$ cat config.mk
export PLATFORM = sky130hd
export DESIGN_NAME = prog_timer_flat
export DESIGN_NICKNAME = d
export VERILOG_FILES = /design/src/rtl/prog_timer_pkg.sv /design/src/rtl/prog_timer_if.sv /design/src/rtl/prog_timer_channel.sv /design/src/rtl/prog_timer.sv /design/src/flat_wrapper.sv
export SDC_FILE = /design/constraint.sdc
export NUM_CORES = 1
export LEC_CHECK = 0
export CAP_MARGIN = 15
export CORE_UTILIZATION = 60
export DETAILED_ROUTE_END_ITERATION = 7
export PLACE_DENSITY = 0.8
export RECOVER_POWER = 25
export SYNTH_ARGS = -nofsm -noshare
export SYNTH_HDL_FRONTEND = slang
export SYNTH_SLANG_ARGS = --single-unit
$ cat constraint.sdc
create_clock -name clk -period 6.9 [get_ports clk]
set_input_delay 0.69 -clock clk [delete_from_list [all_inputs] [get_ports clk]]
set_output_delay 0.69 -clock clk [all_outputs]
set_load 0.02 [all_outputs]
$ cat src/rtl/prog_timer_pkg.sv
// prog_timer_pkg: register map offsets and CTRL bit positions for prog_timer
package prog_timer_pkg;
  localparam int STRIDE = 2;
  localparam int PERIOD_OFS = 0;
  localparam int CTRL_OFS = 1;
  localparam int CTRL_W = 3;
  localparam int CTRL_EN = 0;
  localparam int CTRL_ONESHOT = 1;
  localparam int CTRL_IE = 2;
  function automatic int status_addr(input int nch);
    return STRIDE * nch;
  endfunction
endpackage

$ cat src/rtl/prog_timer_if.sv
// prog_timer_if: CPU register bus plus timer pulse/irq outputs
interface prog_timer_if #(parameter int NCH = 4) ();
  localparam int AW = $clog2(2 * NCH + 1);
  logic we;
  logic [AW-1:0] addr;
  logic [15:0] wdata;
  logic [15:0] rdata;
  logic [NCH-1:0] pulse;
  logic irq;
  modport master (output we, addr, wdata, input rdata, pulse, irq);
  modport slave (input we, addr, wdata, output rdata, pulse, irq);
endinterface

$ cat src/rtl/prog_timer_channel.sv
// timer_channel: one programmable interval counter with period/ctrl storage and one-shot auto-clear
module timer_channel
  import prog_timer_pkg::*;
#(
  parameter int CW = 16
) (
  input  logic              clk,
  input  logic              reset,
  input  logic              period_we,
  input  logic              ctrl_we,
  input  logic [CW-1:0]     period_d,
  input  logic [CTRL_W-1:0] ctrl_d,
  output logic [CW-1:0]     period,
  output logic [CTRL_W-1:0] ctrl,
  output logic              pulse,
  output logic              tc
);
  logic [CW-1:0] count;
  logic active;
  assign active = ctrl[CTRL_EN] && period != '0;
  assign tc = active && !period_we && !ctrl_we && count == period - CW'(1);
  always_ff @(posedge clk) begin
    if (reset) begin
      period <= '0;
      ctrl <= '0;
      count <= '0;
      pulse <= 1'b0;
    end else begin
      pulse <= tc;
      if (period_we) begin
        period <= period_d;
        count <= '0;
      end else if (ctrl_we) begin
        ctrl <= ctrl_d;
        count <= '0;
      end else if (!active || tc) begin
        count <= '0;
        if (tc && ctrl[CTRL_ONESHOT]) ctrl[CTRL_EN] <= 1'b0;
      end else begin
        count <= count + CW'(1);
      end
    end
  end
endmodule

$ cat src/rtl/prog_timer.sv
// prog_timer: NCH-channel programmable interval timer with W1C status and combined irq
module prog_timer
  import prog_timer_pkg::*;
#(
  parameter int NCH = 4,
  parameter int CW = 16
) (
  input logic clk,
  input logic reset,
  prog_timer_if.slave bus
);
  localparam int AW = $clog2(2 * NCH + 1);
  logic [CW-1:0] period [NCH];
  logic [CTRL_W-1:0] ctrl [NCH];
  logic [NCH-1:0] tc, ie, pending, clr, pulse;
  logic irq;
  logic [15:0] rdata;
  genvar i;
  for (i = 0; i < NCH; i++) begin : g_ch
    timer_channel #(.CW(CW)) u_ch (
      .clk       (clk),
      .reset     (reset),
      .period_we (bus.we && bus.addr == AW'(STRIDE * i + PERIOD_OFS)),
      .ctrl_we   (bus.we && bus.addr == AW'(STRIDE * i + CTRL_OFS)),
      .period_d  (bus.wdata[CW-1:0]),
      .ctrl_d    (bus.wdata[CTRL_W-1:0]),
      .period    (period[i]),
      .ctrl      (ctrl[i]),
      .pulse     (pulse[i]),
      .tc        (tc[i])
    );
    assign ie[i] = ctrl[i][CTRL_IE];
  end
  assign clr = (bus.we && bus.addr == AW'(status_addr(NCH))) ? bus.wdata[NCH-1:0] : '0;
  // a terminal count on the same edge as a W1C keeps the flag set
  always_ff @(posedge clk) begin
    if (reset) begin
      pending <= '0;
      irq <= 1'b0;
    end else begin
      pending <= (pending & ~clr) | tc;
      irq <= |(pending & ie);
    end
  end
  always_comb begin
    rdata = '0;
    for (int k = 0; k < NCH; k++) begin
      if (bus.addr == AW'(STRIDE * k + PERIOD_OFS)) rdata = 16'(period[k]);
      if (bus.addr == AW'(STRIDE * k + CTRL_OFS)) rdata = 16'(ctrl[k]);
    end
    if (bus.addr == AW'(status_addr(NCH))) rdata = 16'(pending);
  end
  assign bus.rdata = rdata;
  assign bus.pulse = pulse;
  assign bus.irq = irq;
endmodule

$ cat src/flat_wrapper.sv
// flat-port wrapper written by rule: the top's interface ports become plain ports
module prog_timer_flat import prog_timer_pkg::*;
#(
  parameter int NCH = 4,
  parameter int CW = 16
)
  (clk, reset, bus_we, bus_addr, bus_wdata, bus_rdata, bus_pulse, bus_irq);
  prog_timer_if #(.NCH(NCH)) bus_i ();
  input logic clk;
  input logic reset;
  input wire logic [$bits(bus_i.we)-1:0] bus_we;
  input wire logic [$bits(bus_i.addr)-1:0] bus_addr;
  input wire logic [$bits(bus_i.wdata)-1:0] bus_wdata;
  output wire logic [$bits(bus_i.rdata)-1:0] bus_rdata;
  output wire logic [$bits(bus_i.pulse)-1:0] bus_pulse;
  output wire logic [$bits(bus_i.irq)-1:0] bus_irq;
  assign bus_i.we = bus_we;
  assign bus_i.addr = bus_addr;
  assign bus_i.wdata = bus_wdata;
  assign bus_rdata = bus_i.rdata;
  assign bus_pulse = bus_i.pulse;
  assign bus_irq = bus_i.irq;
  prog_timer #(.NCH(NCH), .CW(CW)) u_core (.clk(clk), .reset(reset), .bus(bus_i));
endmodule
# After elaboration in Yosys (flattened, before gate mapping)
# Cells that the tools add are included.
# W data, S select, Z words.
# op_classes
bitwise	8
order_cmp	0
reduce_logical	71
eq_ne	12
shifts	0
n_addsub	8
n_mul	0
n_mux	22
div_mod_pow	0
# op_table
op	n
$mux W16	9
$add A16 B1 Y16 const B	4
$eq A16 B16 Y1	4
$reduce_bool A16 Y1	4
$sub A16 B1 Y16 const B	4
$logic_and A1 B1 Y1	29
$reduce_or A4 Y1	5
$eq A4 B3 Y1 const B	4
$reduce_bool A2 Y1	8
$logic_not A1 Y1	12
$mux W1	12
$reduce_and A3 Y1	4
$and A4 B4 Y4	2
$eq A4 B2 Y1 const B	2
$reduce_and A2 Y1	4
$eq A4 B1 Y1 const B	1
$eq A4 B4 Y1 const B	1
$logic_not A4 Y1	1
$logic_or A1 B1 Y1	4
$mux W4	1
$not A1 Y1	4
$not A4 Y4	1
$or A4 B4 Y4	1
# totals
in_bits	23
rom_bits	0
ff_bits	149
ram_bits	0
mem_count	0
word_cells	143
output_inout_bits	21
latchBits	0

# Depth between registers and ports, before layout
# logic_depth
depth_word	10
mapped_depth	12
ltp_nobuf	9

# By module
# A second synthesis with hierarchy kept.
# unflattened
cells_unflattened	1068
area_unflattened_um2	8988.6
# modules_own_cells
mod	seq_area_each_um2	area_each_um2	instances	cells_per_inst
timer_channel at u_core.g_ch[0].u_ch ...	720.7	2014.4	3	232
timer_channel at u_core.g_ch[3].u_ch	720.7	2006.9	1	231
prog_timer	100.1	938.4	1	141

# Worst setup path before layout
# OpenSTA, ideal clock, no wires.
# synth_timing
path_kind	input -> output
startpoint	in bus_addr[1]
endpoint	out bus_rdata[10]
required_time_ns	6.210
arrival_ns	2.114
path_stages	7
path_slack_ns	4.096
n_path_buf	3
path_cell_list	clkbuf_1 > or2_2 > clkbuf_1 > nor3_1 > clkbuf_1 > a22oi_1 > nand2_1
# synth_via
elab_chain_len	10
word_cells_on_any_way	18
cone_classes	eq/ne (8); mux (9); reduce/logical (1)
# synth_rtl
item	line	rtl
start, declared	flat_wrapper.sv:12	input wire logic [$bits(bus_i.addr)-1:0] bus_addr;
$logic_not A4 Y1	prog_timer.sv:48	if (bus.addr == AW'(STRIDE * k + PERIOD_OFS)) rdata = 16'(period[k]);
$mux W16	prog_timer.sv:48	
$mux W16	prog_timer.sv:49	if (bus.addr == AW'(STRIDE * k + CTRL_OFS)) rdata = 16'(ctrl[k]);
$mux W16	prog_timer.sv:48	
$mux W16	prog_timer.sv:49	
$mux W16	prog_timer.sv:48	
$mux W16	prog_timer.sv:49	
$mux W16	prog_timer.sv:48	
$mux W16	prog_timer.sv:49	
$mux W16 *	prog_timer.sv:51	if (bus.addr == AW'(status_addr(NCH))) rdata = 16'(pending);
end, declared	flat_wrapper.sv:14	output wire logic [$bits(bus_i.rdata)-1:0] bus_rdata;
# Mark *: on every way between the ends. The rest lies on a longest branch, timed or not.

# Worst setup path after layout
# layout_timing
startpoint	in bus_addr[1]
endpoint	out bus_rdata[3]
# The elaborated chain is that of the path after synthesis.

==> flow_summary.toml <==
[synthesis]
synthesis.nets = 1131
synth_area_leaders = "dfxtp_1 (35%), xor2_1 (7.1%), nand2_1 (6.9%), xnor2_1 (6.8%), nor2_1 (6.3%)"
ys_seq_area_frac = 0.349
synth.cell_area_um2 = 8550
yosysWarnings = 0
synth_top_area_share = 0.349
synth_cells = 1100
synth-seq-cells = 149
yosysTopAreaCell = "dfxtp_1"
synth-edff-count = 0
async_flop_share = 0
ys.flop_type = "dfxtp_1"
synth_area_per_cell_um2 = 7.77
synth_cell_types = 67

[cts]
path_clk_slew_ns = 0.06
numCtsBuffers = 17
htreeDepth = 4
cts_sinks = 149
cts-root-buf = "clkbuf_16"
tritoncts = "built"
ctsLongestPathBuffers = 2
post-cts-setup-buffers = 0
cts_hold_buf = 0
clock_latency_ns = 0.43
cts.repair.resized = 0

[detailed_routing]
drt_iter0_markers = 977
wl_per_cell_um = 17.7
route.detailed.drc = 0
totalWireLength_um = 22700
ant_nets = 0
vias_per_cell = 6.12
firstDrtPassIters = 5
routed-via-count = 7867

[hold_path]
hp-class = "reg2reg"
hold_start = "u_core.g_ch[3].u_ch.count[0]"

[global_route]
grt_pass1_vias = 7022
grt_max_degree = 65
grt-ovfl-total = 0
antenna_found_initial = 0
grt_usage = 0.316
grt_pass1_wl_um = 36300

[layout]
ff_latch_area_um2 = 2980
fin_util = 0.685
area_growth_pct = 11.3
n_fill_cell = 1207
final_nets = 1124
drive_gt1_frac = 0.0489
multi_input_area_um2 = 5130
antenna_cells = 0

[floorplanning]
initial_core_util = 0.616
die_area_um2 = 14700
ioPinCount = 44
fp.dieW_um = 121
fp-row-count = 43
die_h_um = 121
core_um2 = 13900

[power]
pwr-share-comb = 0.071
p_clk_frac = 0.486
ir_drop_mv = 0.198
p_sw_uw = 457
power.internal_uw = 1530
p_total_uw = 1990
power_density_nw_per_um2 = 209
total_leakage_power_uw = 0.00339
swShare = 0.229
sequentialPowerShare = 0.443

[placement]
io_buffers = 43
hpwl_um = 16000
place.gp.congestion = 0.917
pre_cts_slack_ns = 2.59

[timing]
rsz0062_at_grt = "false"
finalSetupViolations = 0
fin_ws_ns = 2.48
worstMarginPinSlew_ns = 1.81
holdWs_ns = 0.481
max_freq_mhz = 226
hold_viol = 0
period_share = 0.640
skew_ns = 0.00643
period_minus_slack_ns = 4.42
finalMaxSlewViolations = 17
relSlewSlack = -0.211
tns_ns = 0

[setup_path]
crit_buf_inv = 2
arrival_ns = 3.73
cp_top_family = "buffers and inverters"
setup.worst_path.end_class = "output port"
crit_chain = "dlygate4sd3_1, nand2b_1, nor2_1, a22oi_1, o21ai_0, clkdlybuf4s50_1"
startpoint_type = "primary input"
path_class = "in2out"
critPathRequiredTime_ns = 6.21
critPathSlowestCell = "dlygate4sd3_1"
regToRegStartpoint = "u_core.g_ch[1].u_ch.period[2]"
cp-startpoint = "bus_addr[1]"
crit_fanout = 20
max_stage_delay_ns = 0.95

[status]
violations = "capacitance limit, slew limit"
status = "finished, violations left"

[job]
max-cap-violations = 1
[state kept, by name, indices dropped and copies added (netlist names)]
register	count
u_core.pending	4
u_core.g_ch.u_ch.count	64
u_core.bus.irq	1
u_core.g_ch.u_ch.ctrl	12
u_core.g_ch.u_ch.period	64
u_core.g_ch.u_ch.pulse	4
[logic make-up after synthesis]
| group | Yosys count | synth area share |
|---|---|---|
| simple gates | 500 | 0.279 |
| buf+inv | 101 | 0.0512 |
| flops | 149 | 0.349 |
| mux | 38 | 0.0448 |
| xor+xnor | 135 | 0.138 |
| fa+ha+maj | 8 | 0.0117 |
| compound gates | 169 | 0.126 |
[placed cells by master, fill, tap and decap left out, drive strengths merged, types with 23 or more instances in the layout]
master and count:
nand2 158, dfxtp 149, nor2 143, a21oi 72, xor2 69, xnor2 66, nand3 37, mux2i 36
clkdlybuf4s50 33, a22oi 30, nor3 29, inv 25, nor4 23
[power by group through the flow]
| stage | Combinational [uW] | Clock [uW] | Sequential (uW) |
|---|---|---|---|
| after global placement | 137 | 0 | 899 |
| after floorplan | 98.6 | 0 | 892 |
| final | 142 | 968 | 881 |
| after detailed placement | 138 | 0 | 899 |
| after global routing | 153 | 1020 | 882 |
| after CTS | 140 | 974 | 880 |
[final timing paths]
kind | endpoint | slack [ns] | cells after the start
worst min-delay path | u_core.g_ch[3].u_ch.count[0] | 0.48 | 1
worst max-delay path | bus_rdata[3] | 2.48 | 6
worst min register to register | u_core.g_ch[3].u_ch.count[0] | 0.48 | 1
worst max register to register | u_core.g_ch[1].u_ch.count[13] | 3.31 | 7
[routing by layer]
layer	track usage	vias up	routed length, um
met4	0.108	0	537
met2	0.471	409	9870
met3	0.0818	55	2270
li1	-	3770	-
met5	0	-	0
met1	0.439	3633	10000
[cell usage after synthesis (all sizes together), types with 3 or more instances]
master,n
or3,6
a211o,3
o211ai,4
a41oi,3
or3b,3
xnor2,66
nand2b,15
inv,25
and3,15
o2111ai,3
xor2,69
nand3b,11
and2,3
buf,13
nor2b,7
a31oi,4
dfxtp,149
or4,8
a211oi,5
nand2,158
nand3,37
nand4b,4
o22ai,9
nor3b,3
o21ai,15
nand4,20
a21oi,72
a311oi,3
and4,6
ha,8
a22oi,30
o31ai,3
nor4,23
nor3,29
mux2i,36
nor2,143
or2,3
clkbuf,63
[through the flow]
| step | instances | instance area (um^2) |
|---|---|---|
| after floorplan | 1100 | 8550 |
| after global routing | 1285 | 9510 |
| after detailed placement | 1254 | 8920 |
| final | 1285 | 9510 |
| after CTS | 1285 | 9530 |
| after global placement | 1254 | 8920 |
[area by class of cell]
type                    instances  area share
multi-input cells             850       0.539
inverters                      25     0.00986
repair buffers                 50      0.0501
clock inverters                10      0.0163
clock buffers                  21      0.0473
well taps                     180      0.0237
flip-flops and latches        149       0.314
[worst register-to-register path: stages (launching register included)]
cell and delay (ns):
dfxtp_1 0.42, nor4_1 0.90, or4b_2 0.67, xnor2_1 0.22
nand4_1 0.12, nor4_1 0.38, nand2b_1 0.60, nor2_1 0.13
Note: power is estimated with default switching activity, not from simulation.
